### config.mk
export PLATFORM = sky130hd
export DESIGN_NAME = sys_wr_arbiter
export DESIGN_NICKNAME = d
export VERILOG_FILES = /design/src/rtl/sys_arb_pkg.sv /design/src/rtl/sys_wr_fifo.sv /design/src/rtl/sys_wr_arbiter.sv
export SDC_FILE = /design/constraint.sdc
export NUM_CORES = 1
export LEC_CHECK = 0
export ABC_AREA = 1
export BUFFER_PORTS_ARGS = -buffer_cell sky130_fd_sc_hd__buf_2
export CAP_MARGIN = 20
export CORE_MARGIN = 1
export CORE_UTILIZATION = 44
export DETAILED_ROUTE_END_ITERATION = 7
export PLACE_DENSITY = 0.75
export REMOVE_ABC_BUFFERS = 1
export SLEW_MARGIN = 20
export SYNTH_ARGS = -nofsm -noshare
export SYNTH_HDL_FRONTEND = slang
export SYNTH_HIERARCHICAL = 1
export SYNTH_SLANG_ARGS = --single-unit
### constraint.sdc
create_clock -name sys_clk -period 4.35 [get_ports sys_clk]
set_clock_uncertainty 0.05 [all_clocks]
set_input_delay 1.305 -clock sys_clk [delete_from_list [all_inputs] [get_ports sys_clk]]
set_output_delay 1.305 -clock sys_clk [all_outputs]
set_load 0.05 [all_outputs]
### src/rtl/sys_arb_pkg.sv
// rtl/sys_arb_pkg.sv - shared types and defaults for the system write-port arbiter
package sys_arb_pkg;

   localparam int AW_DEF = 16;
   localparam int DW_DEF = 16;

   typedef enum logic [1:0] {
      S_IDLE,
      S_DBG,
      S_CPU
   } owner_t;

   typedef enum logic {
      SRC_DBG,
      SRC_CPU
   } src_t;

endpackage

### src/rtl/sys_wr_fifo.sv
// rtl/sys_wr_fifo.sv - synchronous FIFO absorbing fire-and-forget debug writes
// A push while full is taken only when a pop frees the head slot in the same cycle.
module sys_wr_fifo
   import sys_arb_pkg::*;
#(
   parameter  int DEPTH = 4,
   parameter  int W     = 32,
   localparam int PW    = $clog2(DEPTH),
   localparam int LW    = PW + 1
) (
   input  logic          clk,
   input  logic          rst_n,
   input  logic          push,
   input  logic [W-1:0]  wdata,
   input  logic          pop,
   output logic [W-1:0]  rdata,
   output logic          full,
   output logic          empty,
   output logic [LW-1:0] level
);

   logic [W-1:0]  mem_q [DEPTH];
   logic [PW-1:0] wr_ptr_q, rd_ptr_q;
   logic [LW-1:0] level_q, level_d;
   logic          do_push, do_pop;

   assign full    = (level_q == LW'(DEPTH));
   assign empty   = (level_q == '0);
   assign level   = level_q;
   assign rdata   = mem_q[rd_ptr_q];
   assign do_pop  = pop & ~empty;
   assign do_push = push & (~full | do_pop);

   always_comb begin
      level_d = level_q;
      case ({do_push, do_pop})
         2'b10:   level_d = level_q + 1'b1;
         2'b01:   level_d = level_q - 1'b1;
         default: level_d = level_q;
      endcase
   end

   always_ff @(posedge clk or negedge rst_n) begin
      if (!rst_n) begin
         wr_ptr_q <= '0;
         rd_ptr_q <= '0;
         level_q  <= '0;
      end else begin
         if (do_push) wr_ptr_q <= wr_ptr_q + 1'b1;
         if (do_pop)  rd_ptr_q <= rd_ptr_q + 1'b1;
         level_q <= level_d;
      end
   end

   // Storage carries no reset; occupancy alone defines what is valid.
   always_ff @(posedge clk) begin
      if (do_push) mem_q[wr_ptr_q] <= wdata;
   end

endmodule

### src/rtl/sys_wr_arbiter.sv
// rtl/sys_wr_arbiter.sv - round-robin merge of debug FIFO and CPU writes into one registered slot
// Optional SYS_WR_ARB_DROPCNT_EN adds the saturating drop_count port and counter.
module sys_wr_arbiter
   import sys_arb_pkg::*;
#(
   parameter int DEPTH = 4,
   parameter int AW    = AW_DEF,
   parameter int DW    = DW_DEF
) (
   input  logic                  sys_clk,
   input  logic                  sys_rst_n,
   input  logic                  dbg_wr,
   input  logic [AW-1:0]         dbg_waddr,
   input  logic [DW-1:0]         dbg_wdata,
   input  logic                  cpu_req,
   input  logic [AW-1:0]         cpu_waddr,
   input  logic [DW-1:0]         cpu_wdata,
   output logic                  cpu_gnt,
   output logic                  mem_wr,
   output logic [AW-1:0]         mem_waddr,
   output logic [DW-1:0]         mem_wdata,
   input  logic                  mem_ready,
   input  logic                  ovf_clr,
   output logic                  dbg_overflow,
`ifdef SYS_WR_ARB_DROPCNT_EN
   output logic [7:0]            drop_count,
`endif
   output logic [$clog2(DEPTH):0] dbg_level
);

   owner_t        owner_q, owner_d;
   src_t          last_q, last_d;
   logic          mem_wr_q, mem_wr_d;
   logic [AW-1:0] addr_q, addr_d;
   logic [DW-1:0] data_q, data_d;
   logic          ovf_q, ovf_d;

   logic          free, sel_dbg, sel_cpu, drop;
   logic          fifo_full, fifo_empty;
   logic [AW+DW-1:0] fifo_rdata;

   sys_wr_fifo #(
      .DEPTH (DEPTH),
      .W     (AW + DW)
   ) u_fifo (
      .clk   (sys_clk),
      .rst_n (sys_rst_n),
      .push  (dbg_wr),
      .wdata ({dbg_waddr, dbg_wdata}),
      .pop   (sel_dbg),
      .rdata (fifo_rdata),
      .full  (fifo_full),
      .empty (fifo_empty),
      .level (dbg_level)
   );

   assign free = ~mem_wr_q | mem_ready;

   // A full FIFO outranks fairness because debug writes cannot be stalled.
   always_comb begin
      sel_dbg = 1'b0;
      sel_cpu = 1'b0;
      if (free) begin
         if (fifo_full) begin
            sel_dbg = 1'b1;
         end else if (!fifo_empty && cpu_req) begin
            if (last_q == SRC_DBG) sel_cpu = 1'b1;
            else                   sel_dbg = 1'b1;
         end else if (!fifo_empty) begin
            sel_dbg = 1'b1;
         end else if (cpu_req) begin
            sel_cpu = 1'b1;
         end
      end
   end

   assign cpu_gnt = sel_cpu & sys_rst_n;
   assign drop    = dbg_wr & fifo_full & ~sel_dbg;

   always_comb begin
      owner_d  = owner_q;
      last_d   = last_q;
      mem_wr_d = mem_wr_q;
      addr_d   = addr_q;
      data_d   = data_q;
      if (free) begin
         if (sel_dbg) begin
            owner_d  = S_DBG;
            last_d   = SRC_DBG;
            mem_wr_d = 1'b1;
            addr_d   = fifo_rdata[AW+DW-1:DW];
            data_d   = fifo_rdata[DW-1:0];
         end else if (sel_cpu) begin
            owner_d  = S_CPU;
            last_d   = SRC_CPU;
            mem_wr_d = 1'b1;
            addr_d   = cpu_waddr;
            data_d   = cpu_wdata;
         end else begin
            owner_d  = S_IDLE;
            mem_wr_d = 1'b0;
         end
      end
   end

   always_comb begin
      ovf_d = ovf_q;
      if (drop)         ovf_d = 1'b1;
      else if (ovf_clr) ovf_d = 1'b0;
   end

   always_ff @(posedge sys_clk or negedge sys_rst_n) begin
      if (!sys_rst_n) begin
         owner_q  <= S_IDLE;
         last_q   <= SRC_CPU;
         mem_wr_q <= 1'b0;
         addr_q   <= '0;
         data_q   <= '0;
         ovf_q    <= 1'b0;
      end else begin
         owner_q  <= owner_d;
         last_q   <= last_d;
         mem_wr_q <= mem_wr_d;
         addr_q   <= addr_d;
         data_q   <= data_d;
         ovf_q    <= ovf_d;
      end
   end

   assign mem_wr       = mem_wr_q;
   assign mem_waddr    = addr_q;
   assign mem_wdata    = data_q;
   assign dbg_overflow = ovf_q;

`ifdef SYS_WR_ARB_DROPCNT_EN
   logic [7:0] drop_cnt_q;

   always_ff @(posedge sys_clk or negedge sys_rst_n) begin
      if (!sys_rst_n)                       drop_cnt_q <= '0;
      else if (drop && drop_cnt_q != 8'hFF) drop_cnt_q <= drop_cnt_q + 8'd1;
   end

   assign drop_count = drop_cnt_q;
`endif

endmodule

== Word level (Yosys, flattened, before mapping) ==
Memory sizes are Yosys's and may differ from the RTL's.
Index checks and enable logic that the tools add are counted.
Storage, ports and cells
  flip-flop bits (word level): 42
  bits in writable memories: 128
  output and inout port bits: 38
  memories: 1
Cells by class
  $add $sub $neg: 4
  eq/ne operators: 3
  mux-type cells: 24
  bitwise operators: 11
  reduce and logical (&&, ||, !) cells: 7
Memory list
  u_fifo.mem_q: depth 4, width 32, read ports 1, clocked after memory_dff 0, write ports 1, RTL line sys_wr_fifo.sv:22  | logic [W-1:0] mem_q [DEPTH];
Operators with widths (count)
  $mux W16: 4
  $mux W1: 19
  $pmux W3 S2: 1
  $reduce_bool A2 Y1: 3
  $and A1 B1 Y1: 5
  $add A2 B1 Y2 const B: 2
  $not A1 Y1: 4
  $add A3 B1 Y3 const B: 1
  $eq A3 B3 Y1 const B: 1
  $logic_not A3 Y1: 1
  $sub A3 B1 Y3 const B: 1
  $eq A2 B1 Y1 const B: 1
  $eq A2 B2 Y1 const B: 1
  $or A1 B1 Y1: 2
  $reduce_and A2 Y1: 1
  $logic_and A1 B1 Y1: 1
  $logic_not A1 Y1: 1

== Depth between registers and ports, before layout ==
Gate-level depths: netlist of run 1.
  word-level depth: 11
  mapped depth: 15

== Modules after synthesis ==
The synthesis of run 1 kept the hierarchy.
Modules (own cells, without submodules)
  sys_wr_fifo: times used 1, cells an instance 365, area each 5188.7 µm²
  sys_wr_arbiter: times used 1, cells an instance 284, area each 1933.1 µm²

== Worst setup path before layout of run 1 ==
No wires, ideal clock.
  path type: input port to flip-flop
  from: input port mem_ready
  to: memory u_fifo.mem_q[0][0] (enable)
  arrival: 3.268 ns
  setup slack: 0.611 ns
  stages on the path: 7
  buffers on the path: 1
  path through: inv_2 > nand2_2 > nand3_4 > inv_2 > buf_4 > o21ai_4 > nor2_1
Between the ends
  longest elaborated chain between the ends: 7
Ends and longest elaborated chain
  start: declaration: RTL line sys_wr_arbiter.sv:22  | input logic mem_ready,
  $or A1 B1 Y1: RTL line sys_wr_arbiter.sv:57  | assign free = ~mem_wr_q | mem_ready;
  $mux W1: RTL line sys_wr_arbiter.sv:63  | if (free) begin
  via sel_dbg: RTL line sys_wr_arbiter.sv:38  | logic free, sel_dbg, sel_cpu, drop;
  $and A1 B1 Y1: RTL line sys_wr_fifo.sv:31  | assign do_pop = pop & ~empty;
  $or A1 B1 Y1: RTL line sys_wr_fifo.sv:32  | assign do_push = push & (~full | do_pop);
  $and A1 B1 Y1: RTL line sys_wr_fifo.sv:32
  $mux W1: RTL line sys_wr_fifo.sv:57  | if (do_push) mem_q[wr_ptr_q] <= wdata;
  $mux W1 (not written as such): RTL line sys_wr_fifo.sv:57
  end: declaration: RTL line sys_wr_fifo.sv:22
The timed path passes the listed nets, and every way through them passes these cells.

== Final worst setup path of run 1 ==
  from: input port mem_ready
  to: output port cpu_gnt
Between the ends
  longest elaborated chain between the ends: 3
Ends and longest elaborated chain
  $or A1 B1 Y1: RTL line sys_wr_arbiter.sv:57
  $mux W1: RTL line sys_wr_arbiter.sv:63
  $and A1 B1 Y1: RTL line sys_wr_arbiter.sv:77  | assign cpu_gnt = sel_cpu & sys_rst_n;
  end: declaration: RTL line sys_wr_arbiter.sv:18  | output logic cpu_gnt,
Every way passes these cells.

==> results.md, run 1 <==
- Status: finished, final reports clean
- Initial antenna violation count: 0
- Final Instance Area: 8486 um2
- Via count: 4877
- Final Non-Filler Cells: 983
- Post-synthesis sequential area ratio: 68.75%
- Port Buffers: 107
- Area growth from synthesis to layout: 19.15%
- Vias in the first global route: 4600
- FP Rows: 46
- Detailed Route WL: 15160 um
- Cells after Synth: 649
- Unique masters post-synth: 27
- Worst skew pair latency: 0.42 ns
- Worst-Margin Slew: 1.033 ns
- Type of destination of the critical path: output port
- Final nets: 828
- Post-route clock period utilization: 84.75%
- Post-cts resize count: 0
- Critical path arrival: 2.33 ns
- Fill count: 1320
- Overall power: 6.810 mW
- Area taken by multi-input logic gates: 1792 um2
- Die Width: 129.2 um
- Avg WL per Cell: 15.43 um
- Worst R2R Path Depth: 13
- Peak Freq: 0.2713 GHz
- DP HPWL: 9209 um
- Min Clock Period, post-route: 3.687 ns
- ANT nets after route: 0
- Initial drt markers: 468
- GRT overflow: 0
- Worst EP required: 2.99 ns
- Maxcap violations: 0
- CTS H-tree depth: 4
- CP Max Fanout: 14
- Final-report hold violation count: 0
- Root Driver: clkbuf_16
- Syn avg cell area: 10.97 um2
- Die ar.: 16700 um2
- Clock slew at reported path FFs: 0.06 ns
- Synth Register Bits: 170
- Post-synth design cell area: 7122 um2
- Startpoint Class: input port
- Max clock buf depth: 2
- Ports: 108
- Reg area: 4897 um2
- Die Height: 129.2 um
- All-Layer GR Usage: 19.12%
- CTS tree: built
- First drt pass iteration count: 5
- Minimum hold slack: 0.4216 ns
- Sink Count: 170
- Synth Warn #: 6
- Dpl cells: 950
- Final Max Slew Viols: 0
- Power Dens Cells: 802.6 nW/um2
- Leakage: 3.612 nW
- First-pass GRT wire length: 23450 um
- DP Area: 7858 um2
- Clock buffer count from CTS: 17
- # DRC: 0
- Unrepaired setup endpoints after global routing: false
- Largest net degree at the start of global routing: 66
- Gpl congestion: 0.7339
- # Post-CTS Setup Buffers: 0
- Starting Density: 45.00%
- Slew headroom: 30.74%
- Worst Hold Depth: 2
- Core ar.: 15830 um2
- CTS Hold Bufs: 0
- Setup Viol. Count Final: 0
- Share of layout cells above drive strength 1: 21.67%
- Min-Delay Path Class: reg -> reg
- Peak supply drop: 0.3304 mV
- Setup total negative slack: 0 ns
- Post-DR vias/cell: 4.961
- Critical path class: in -> out
-- Yosys cell counts --
master	number	area, um2
nor2_1	73	274.0
buf_4	5	37.54
o21ai_0	67	335.3
buf_6	7	78.83
nand3b_1	1	7.510
xor2_1	2	17.52
buf_2	13	65.06
nand3_1	4	20.02
fa_1	1	20.02
o22ai_1	32	200.2
inv_2	6	22.52
o21ai_4	1	16.27
inv_1	60	225.2
ha_1	4	50.05
nor2_2	1	6.260
a21oi_1	3	15.01
edfxtp_1	128	3844
dfrtp_1	41	1026
nand3_4	1	17.52
nand2_2	3	18.77
clkbuf_2	1	5.000
clkbuf_1	8	30.03
nand2_1	153	574.3
nand4_1	11	68.82
dfstp_2	1	26.28
nand3_2	2	20.02
o21ai_1	20	100.1
-- worst paths after layout --
check	start	endpoint	slack, ns
worst max-delay path	mem_ready	cpu_gnt	0.66
worst min-delay path	mem_waddr[3]$_DFFE_PN0P_	mem_waddr[3]$_DFFE_PN0P_	0.42
worst max register to register	u_fifo/level[0]$_DFFE_PN0P_	u_fifo/level[1]$_DFFE_PN0P_	1.50
worst min register to register	mem_waddr[3]$_DFFE_PN0P_	mem_waddr[3]$_DFFE_PN0P_	0.42
max in group asynchronous	sys_rst_n	u_fifo/rd_ptr_q[0]$_DFFE_PN0N_	2.82
min in group asynchronous	sys_rst_n	mem_waddr[11]$_DFFE_PN0P_	0.97
-- where the power goes --
group | internal, mW | switching [mW]
Clock | 1.00 | 0.575
Combinational | 0.735 | 2.12
Sequential | 2.23 | 0.149
-- layout by cell type (no fill, tap or decap), drive strengths merged --
cell type  Yosys  routed
o21ai         88      88
ha             4       4
nand3b         1       1
edfxtp       128     128
clkinv         0       6
dfstp          1       1
nand2        156     156
xor2           2       2
diode          0       1
nor2          74      74
nand4         11      11
a21oi          3       3
clkbuf         9      24
dfrtp         41      41
bufinv         0       4
fa             1       1
nand3          7       7
o22ai         32      32
inv           66      64
buf           25     119
-- critical path: stages --
cell,delay [ns]
buf_2,0.09
inv_2,0.03
nand2_2,0.22
nand3_2,0.18
nor2_1,0.19
buf_2,0.30
-- registers in the layout (all words and copies together) (netlist names) --
register,count
u_fifo/mem_q,128
mem_waddr,16
mem_wdata,16
u_fifo/level,3
u_fifo/rd_ptr_q,2
u_fifo/wr_ptr_q,2
dbg_overflow,1
last_q,1
mem_wr,1
-- kinds of logic after synthesis --
kind of cell	Yosys count	share of synthesized area (%)
adders and majority gates	5	0.9839
xor gates and xnor gates	2	0.2460
and+or+nand+nor	249	14.14
DFF	170	68.75
buffers and inverters	100	6.518
AOI/OAI and AO/OA	123	9.364
-- metrics by stage --
step           util, %  setup slack, ns
5_1_grt          53.60           0.5942
3_3_place_gp     49.64           0.6677
3_5_place_dp     49.64           0.6523
4_1_cts          53.59           0.6480
2_1_floorplan        -           0.2790
6_report         53.61           0.6635
-- metal layers --
metal  up-vias  share of wire (%)  wire length, um  GRT usage, %
li1       2404                  -                -             -
met2       151                 50             7532         31.53
met1      2307                 43             6503         23.50
met3        15                6.4              968         6.317
met4         0                1.0              159         6.920
met5         -                  0                0             0
-- final cells by class --
class | count | area share (%)
Sequential cell | 170 | 57.71
Multi-Input combinational cell | 379 | 21.11
Timing Repair Buffer | 119 | 7.667
Clock buffer | 24 | 5.677
Tap cell | 216 | 3.185
Inverter | 66 | 2.934
Clock inverter | 8 | 1.681
Antenna cell | 1 | 0.02949
No activity file was read; power rests on OpenSTA's default activity.
==> inputs of run 2 (changes only) <==
ABC_AREA = 0   (was 1)
PLACE_DENSITY = 0.76   (was 0.75)
clock period = 3.75 ns   (was 4.35 ns; I/O delays follow)
==> run 2 against run 1 <==
  * Sequential cell count unchanged
  * Register-to-register slack got worse by 1.1 ns
  * Critical endpoint unchanged
  * Largest power group is now sequential cells
  * Routed wire length decreased by 19%
  * Combinational power decreased by 9.5%
  * Largest cell class unchanged
==> results.md, run 2 <==
- Peak supply drop: 0.4127 mV (+25%)
- Initial antenna violation count: 1 (+1)
- Max clock buf depth: 2 (unchanged)
- # DRC: 0 (unchanged)
- Top cells by area, synth: edfxtp_1, dfrtp_1, mux4_2
- Slew headroom: 38.52% (+7.8 points)
- Overall power: 7.048 mW (+3.5%)
- Post-synth design cell area: 6848 um2 (-3.8%)
- ANT nets after route: 0 (unchanged)
- Maxcap violations: 0 (unchanged)
- Vias in the first global route: 3870 (-16%)
- DP Area: 7531 um2 (-4.2%)
- Cell with the most instances after synthesis: edfxtp_1
- Most instantiated cells after synthesis: edfxtp_1, dfrtp_1, nor2_1
- Detailed Route WL: 12350 um (-19%)
- CP Max Fanout: 7 (-7)
- Clock slew at reported path FFs: 0.06 ns (about the same)
- Port Buffers: 107 (unchanged)
- Via count: 3583 (-27%)
- Share of layout cells above drive strength 1: 38.49% (+17 points)
- First-pass GRT wire length: 19650 um (-16%)
- Startpoint Class: flip-flop
- Min Clock Period, post-route: 3.504 ns
- Setup total negative slack: 0 ns (unchanged)
- Unique masters post-synth: 40 (+48%)
- Sink Count: 170 (unchanged)
- Critical path arrival: 2.33 ns (about the same)
- Final Instance Area: 8049 um2 (-5.1%)
- Clock buffer count from CTS: 17 (unchanged)
- Type of destination of the critical path: output port
- Initial drt markers: 255 (-46%)
- Post-DR vias/cell: 5.178 (+4.4%)
- Number of flip-flops in the largest register: 128 (unchanged)
- Largest register by flop count: u_fifo/mem_q
- Final Max Slew Viols: 0 (unchanged)
- CTS Hold Bufs: 0 (unchanged)
- Post-Synth Adder-Cell Area: 1.023% (+0.039 points)
- Post-synth top area share: 56.13% (+2.2 points)
- Post-route clock period utilization: 93.44%
- Gpl congestion: 0.7052 (-3.9%)
- FP Rows: 45 (-2.2%)
- First drt pass iteration count: 4 (-1)
- # diodes: 0 (-1)
- XOR/XNOR share of the synthesized area: 0.6395% (+0.39 points)
- # Post-CTS Setup Buffers: 0 (unchanged)
- Simple-gate share of the synthesized area: 4.111% (-10 points)
- Synth Register Bits: 170 (unchanged)
- Main synth FF type: edfxtp_1
- Final-report hold violation count: 0 (unchanged)
- Critical path class: reg -> out
- Post-synthesis sequential area ratio: 71.50% (+2.8 points)
- Worst-Margin Slew: 0.9221 ns (-0.1104 ns)
- Root Driver: clkbuf_16
- Worst EP required: 2.57 ns (-0.42 ns)
- Starting Density: 45.05% (+0.049 points)
- GRT overflow: 0 (unchanged)
- Synth Warn #: 6 (unchanged)
- Min-Delay Path Class: reg -> reg
- Die Width: 126.8 um (-1.9%)
- Dpl cells: 660 (-31%)
- CTS H-tree depth: 4 (unchanged)
- Area growth from synthesis to layout: 17.54%
- Post-cts resize count: 0 (unchanged)
- Post-synthesis compound-gate area fraction: 4.678% (-4.7 points)
- Worst skew pair latency: 0.41 ns (about the same)
- Core ar.: 15200 um2 (-4.0%)
- Status: finished, final reports clean
- DP HPWL: 7873 um (-15%)
- Die ar.: 16070 um2 (-3.8%)
- Peak Freq: 0.2854 GHz
- Most common cell after layout, fill and taps aside: edfxtp_1
- CTS tree: built
- Flop-to-flop setup slack: 0.45 ns (-1.05 ns)
- Number of flops mapped to enable cells by yosys: 128 (unchanged)
- Post-synth top area cell: edfxtp_1
- Commonest non-fill, non-tap cells in the layout: edfxtp_1, buf_2, dfrtp_1
- Final Non-Filler Cells: 692 (-30%)
- Syn avg cell area: 18.02 um2 (+64%)
- All-Layer GR Usage: 16.78% (-2.3 points)
- Die Height: 126.8 um (-1.9%)
- Async SR Flop Fraction: 24.71% (unchanged)
- Largest family of logic cells by synthesized area: multiplexers
- Largest net degree at the start of global routing: 43 (-35%)
- Leakage: 3.003 nW (-17%)
- Power Dens Cells: 875.7 nW/um2 (+9.1%)
- Cells after Synth: 380 (-41%)
- Ports: 108 (unchanged)
- Final nets: 566 (-32%)
- Unrepaired setup endpoints after global routing: false
- Final Util: 52.95% (-0.67 points)
- Setup Viol. Count Final: 0 (unchanged)
- Avg WL per Cell: 17.84 um (+16%)
- Mux contribution to synthesized area: 15.59% (+16 points)
## run 2: changes by cell type after synthesis, moves of 11 or more
cell,before,now
a21oi_1,3,19
inv_1,60,11
a21oi_2,0,13
o21ai_1,20,0
nand4_1,11,0
mux4_2,0,32
nand2_1,153,5
nor2_1,73,36
mux2i_1,0,32
o22ai_1,32,0
o21ai_0,67,4
## run 2: logic make-up after synthesis
kind of cell / after synthesis
flops: 170
mux: 66
buf+inv: 30
xor+xnor: 5
fa+ha+maj: 5
compound gates: 45
simple gates: 59
## run 2: final timing paths
kind | startpoint | to | cells past startpoint
max | u_fifo/level[2]$_DFFE_PN0P_ | cpu_gnt | 5
min | last_q$_DFFE_PN1P_ | last_q$_DFFE_PN1P_ | 2
max reg2reg | u_fifo/level[1]$_DFFE_PN0P_ | u_fifo/level[1]$_DFFE_PN0P_ | 10
min reg2reg | last_q$_DFFE_PN1P_ | last_q$_DFFE_PN1P_ | 2
max in group asynchronous | sys_rst_n | u_fifo/rd_ptr_q[0]$_DFFE_PN0N_ | 2
min in group asynchronous | sys_rst_n | dbg_overflow$_DFFE_PN0P_ | 2
## run 2: metrics by stage
step | setup WS, ns | hold WS, ns
after floorplan | -1.188 | 0.4233
after global placement | 0.4377 | 0.4366
after detailed placement | 0.2707 | 0.4508
after CTS | 0.2534 | 0.4566
after global routing | 0.1756 | 0.4844
final | 0.2460 | 0.4574
## run 2: report_power, final
part           switching [mW]  internal [mW]
registers               0.356           2.58
logic                    1.60          0.983
clock network           0.635          0.898
total                    2.59           4.46
## run 2: final cells by class
| class | count | area, um2 |
|---|---|---|
| flip-flops and latches | 170 | 4901 |
| multi-input cells | 180 | 1788 |
| fillers | 1226 | 7153 |
| inverters | 11 | 41.29 |
| well taps | 188 | 235.2 |
| repair buffers | 111 | 565.5 |
| clock inverters | 3 | 17.52 |
| clock buffers | 29 | 500.5 |
## run 2: metal layers
layer  part of all wire [%]  track usage, %  up-vias
li1                       -               -     1679
met3                    5.2           4.471       18
met5                  0.089               0        -
met2                     52           29.57      105
met1                     41           19.80     1779
met4                    1.6           6.092        2
## run 2: critical path, cell delays in order, from the launching register on
cell and delay (ns):
dfrtp_1 0.45, or3_2 0.56, inv_1 0.10, inv_1 0.08, a2111oi_0 0.39, buf_2 0.34
==> inputs of run 3 (changes only) <==
PLACE_DENSITY = 0.67   (was 0.76)
==> run 3 against run 2 <==
  * Via count is 0.78% lower
  * Global-route usage is 0.23 points lower
  * Final cell count is 0.29% higher
  * Largest cell class unchanged
  * Sequential share of layout area is 0.63 points lower
  * Register-to-register slack better by 0.41 ns
  * Non-clock buffer count is 2 higher
  * Sequential cell count stayed put
  * Worst setup slack better by 0.013 ns
  * First-iteration DRC count is 50% lower
  * Highest routed layer is now met4
  * Clock-buffer cell count is 6 lower
  * Power is 2.3% higher
==> results.md, run 3 (same netlist as run 2, synthesis figures left out) <==
- Worst skew pair latency: 0.42 ns (about the same)
- Fill count: 1257 (+2.5%)
- Via count: 3555 (-0.78%)
- # DRC: 0 (unchanged)
- CP max stage cell: or3_2
- Peak Freq: 0.2864 GHz (+0.36%)
- Post-cts resize count: 0 (unchanged)
- Worst hold start: last_q$_DFFE_PN1P_
- CTS tree: built
- Top delay family on crit path: simple AND/OR/NAND/NOR gates
- CP Max Fanout: 7 (unchanged)
- Avg WL per Cell: 17.76 um (-0.49%)
- Flop-to-flop setup slack: 0.86 ns (+0.41 ns)
- Area growth from synthesis to layout: 18.71%
- Worst R2R Path Depth: 10 (unchanged)
- Slew headroom: 39.24% (+0.71 points)
- Most common cell after layout, fill and taps aside: edfxtp_1
- Sink Count: 170 (unchanged)
- Crit-path cells: or3_2, inv_1, inv_1, a2111oi_0, buf_2
- Worst Hold Depth: 2 (unchanged)
- First drt pass iteration count: 6 (+2)
- Critical path class: reg -> out
- Final-report hold violation count: 0 (unchanged)
- Final Max Slew Viols: 0 (unchanged)
- FP Rows: 45 (unchanged)
- Worst path max stage delay: 0.55 ns (about the same)
- Initial drt markers: 127 (-50%)
- Final nets: 568 (+0.35%)
- Worst-Margin Slew: 0.9114 ns (-0.01070 ns)
- Post-DR vias/cell: 5.122 (-1.1%)
- Hold Path Sink: last_q$_DFFE_PN1P_
- Critical path arrival: 2.32 ns (about the same)
- Initial antenna violation count: 0 (-1)
- Share of layout cells above drive strength 1: 39.53% (+1.0 points)
- Core ar.: 15200 um2 (unchanged)
- Unrepaired setup endpoints after global routing: false
- DP HPWL: 7695 um (-2.3%)
- Die Height: 126.8 um (unchanged)
- Port Buffers: 107 (unchanged)
- Worst EP required: 2.57 ns (about the same)
- RR Startpoint: u_fifo/level[1]$_DFFE_PN0P_
- Setup Viol. Count Final: 0 (unchanged)
- Startpoint Class: flip-flop
- First-pass GRT wire length: 19460 um (-0.98%)
- All-Layer GR Usage: 16.54% (-0.23 points)
- Maxcap violations: 0 (unchanged)
- CTS H-tree depth: 4 (unchanged)
- Max clock buf depth: 2 (unchanged)
- Gpl congestion: 0.6968 (-1.2%)
- Root Driver: clkbuf_16
- CP most frequent cell: inv_1
- Detailed Route WL: 12320 um (-0.20%)
- Die ar.: 16070 um2 (unchanged)
- Largest register by flop count: u_fifo/mem_q
- Min Clock Period, post-route: 3.492 ns (-0.01250 ns)
- Commonest non-fill, non-tap cells in the layout: edfxtp_1, buf_2, dfrtp_1
- Leakage: 3.050 nW (+1.5%)
- Status: finished, final reports clean
- GRT overflow: 0 (unchanged)
- Power Dens Cells: 886.6 nW/um2 (+1.2%)
- Worst flop-to-flop path endpoint: u_fifo/level[1]$_DFFE_PN0P_
- Clock buffer count from CTS: 17 (unchanged)
- CTS Hold Bufs: 0 (unchanged)
- Vias in the first global route: 3696 (-4.5%)
- Die Width: 126.8 um (unchanged)
- # diodes: 0 (unchanged)
- Number of flip-flops in the largest register: 128 (unchanged)
- ANT nets after route: 0 (unchanged)
- Ports: 108 (unchanged)
- Starting Density: 45.05% (unchanged)
- Type of destination of the critical path: output port
- CP Buf/Inv Count: 3 (unchanged)
- Post-route clock period utilization: 93.11% (-0.33 points)
- # Post-CTS Setup Buffers: 0 (unchanged)
- Final Instance Area: 8129 um2 (+0.99%)
- Min-Delay Path Class: reg -> reg
- DP Area: 7556 um2 (+0.33%)
- Peak supply drop: 0.4712 mV (+14%)
- Clock slew at reported path FFs: 0.06 ns (about the same)
- Final Util: 53.47% (+0.53 points)
- Largest net degree at the start of global routing: 43 (unchanged)
run 3: cell type report:
type / instances / area (um2) / area share [%]
well taps: 188 / 235.2 / 2.894
repair buffers: 113 / 593.1 / 7.296
clock buffers: 23 / 478.0 / 5.880
multi-input cells: 180 / 1788 / 21.99
clock inverters: 9 / 95.09 / 1.170
inverters: 11 / 41.29 / 0.5079
flip-flops and latches: 170 / 4898 / 60.26
run 3: stage by stage:
| stage | hold WS [ns] | std cells | worst slack [ns] | TNS, ns | power, mW |
|---|---|---|---|---|---|
| after detailed placement | 0.4432 | 662 | 0.4513 | 0 | 5.612 |
| after global routing | 0.4619 | 694 | 0.1632 | 0 | 7.571 |
| final | 0.4468 | 694 | 0.2585 | 0 | 7.207 |
| after floorplan | 0.4233 | 361 | -1.188 | -1.281 | 4.903 |
| after CTS | 0.4534 | 694 | 0.2124 | 0 | 7.309 |
| after global placement | 0.4413 | 662 | 0.5215 | 0 | 5.521 |
run 3: power breakdown:
part	switching, mW	total, mW	internal, mW	leakage (nW)
combinational	1.67	2.67	1.00	1.13
clock	0.664	1.69	1.02	0.282
sequential	0.276	2.85	2.58	1.64
total	2.61	7.21	4.60	3.05
run 3: worst register-to-register path: cells and delay by family (launching register included):
kind / cells / cell delay, ns
AOI/OAI and AO/OA: 4 / 0.57
buffers and inverters: 1 / 0.17
adders and majority gates: 1 / 0.49
and+or+nand+nor: 4 / 1.09
DFF: 1 / 0.43
run 3: worst max path at each step:
stage,cells past startpoint,endpoint,startpoint,slack [ns]
after detailed placement,5,cpu_gnt,mem_ready,0.45
after global placement,5,cpu_gnt,mem_ready,0.52
final,5,cpu_gnt,u_fifo/level[2]$_DFFE_PN0P_,0.26
after floorplan,4,cpu_gnt,u_fifo/level[2]$_DFFE_PN0P_,-1.19
after CTS,5,cpu_gnt,u_fifo/level[2]$_DFFE_PN0P_,0.21
after global routing,5,cpu_gnt,u_fifo/level[2]$_DFFE_PN0P_,0.16
run 3: per-layer routing:
| layer | up-vias | GRT usage, % | share of wire [%] |
|---|---|---|---|
| li1 | 1684 | - | - |
| met1 | 1779 | 20.65 | 44 |
| met5 | - | 0 | 0 |
| met4 | 0 | 7.143 | 1.6 |
| met3 | 14 | 4.091 | 3.9 |
| met2 | 78 | 27.66 | 50 |
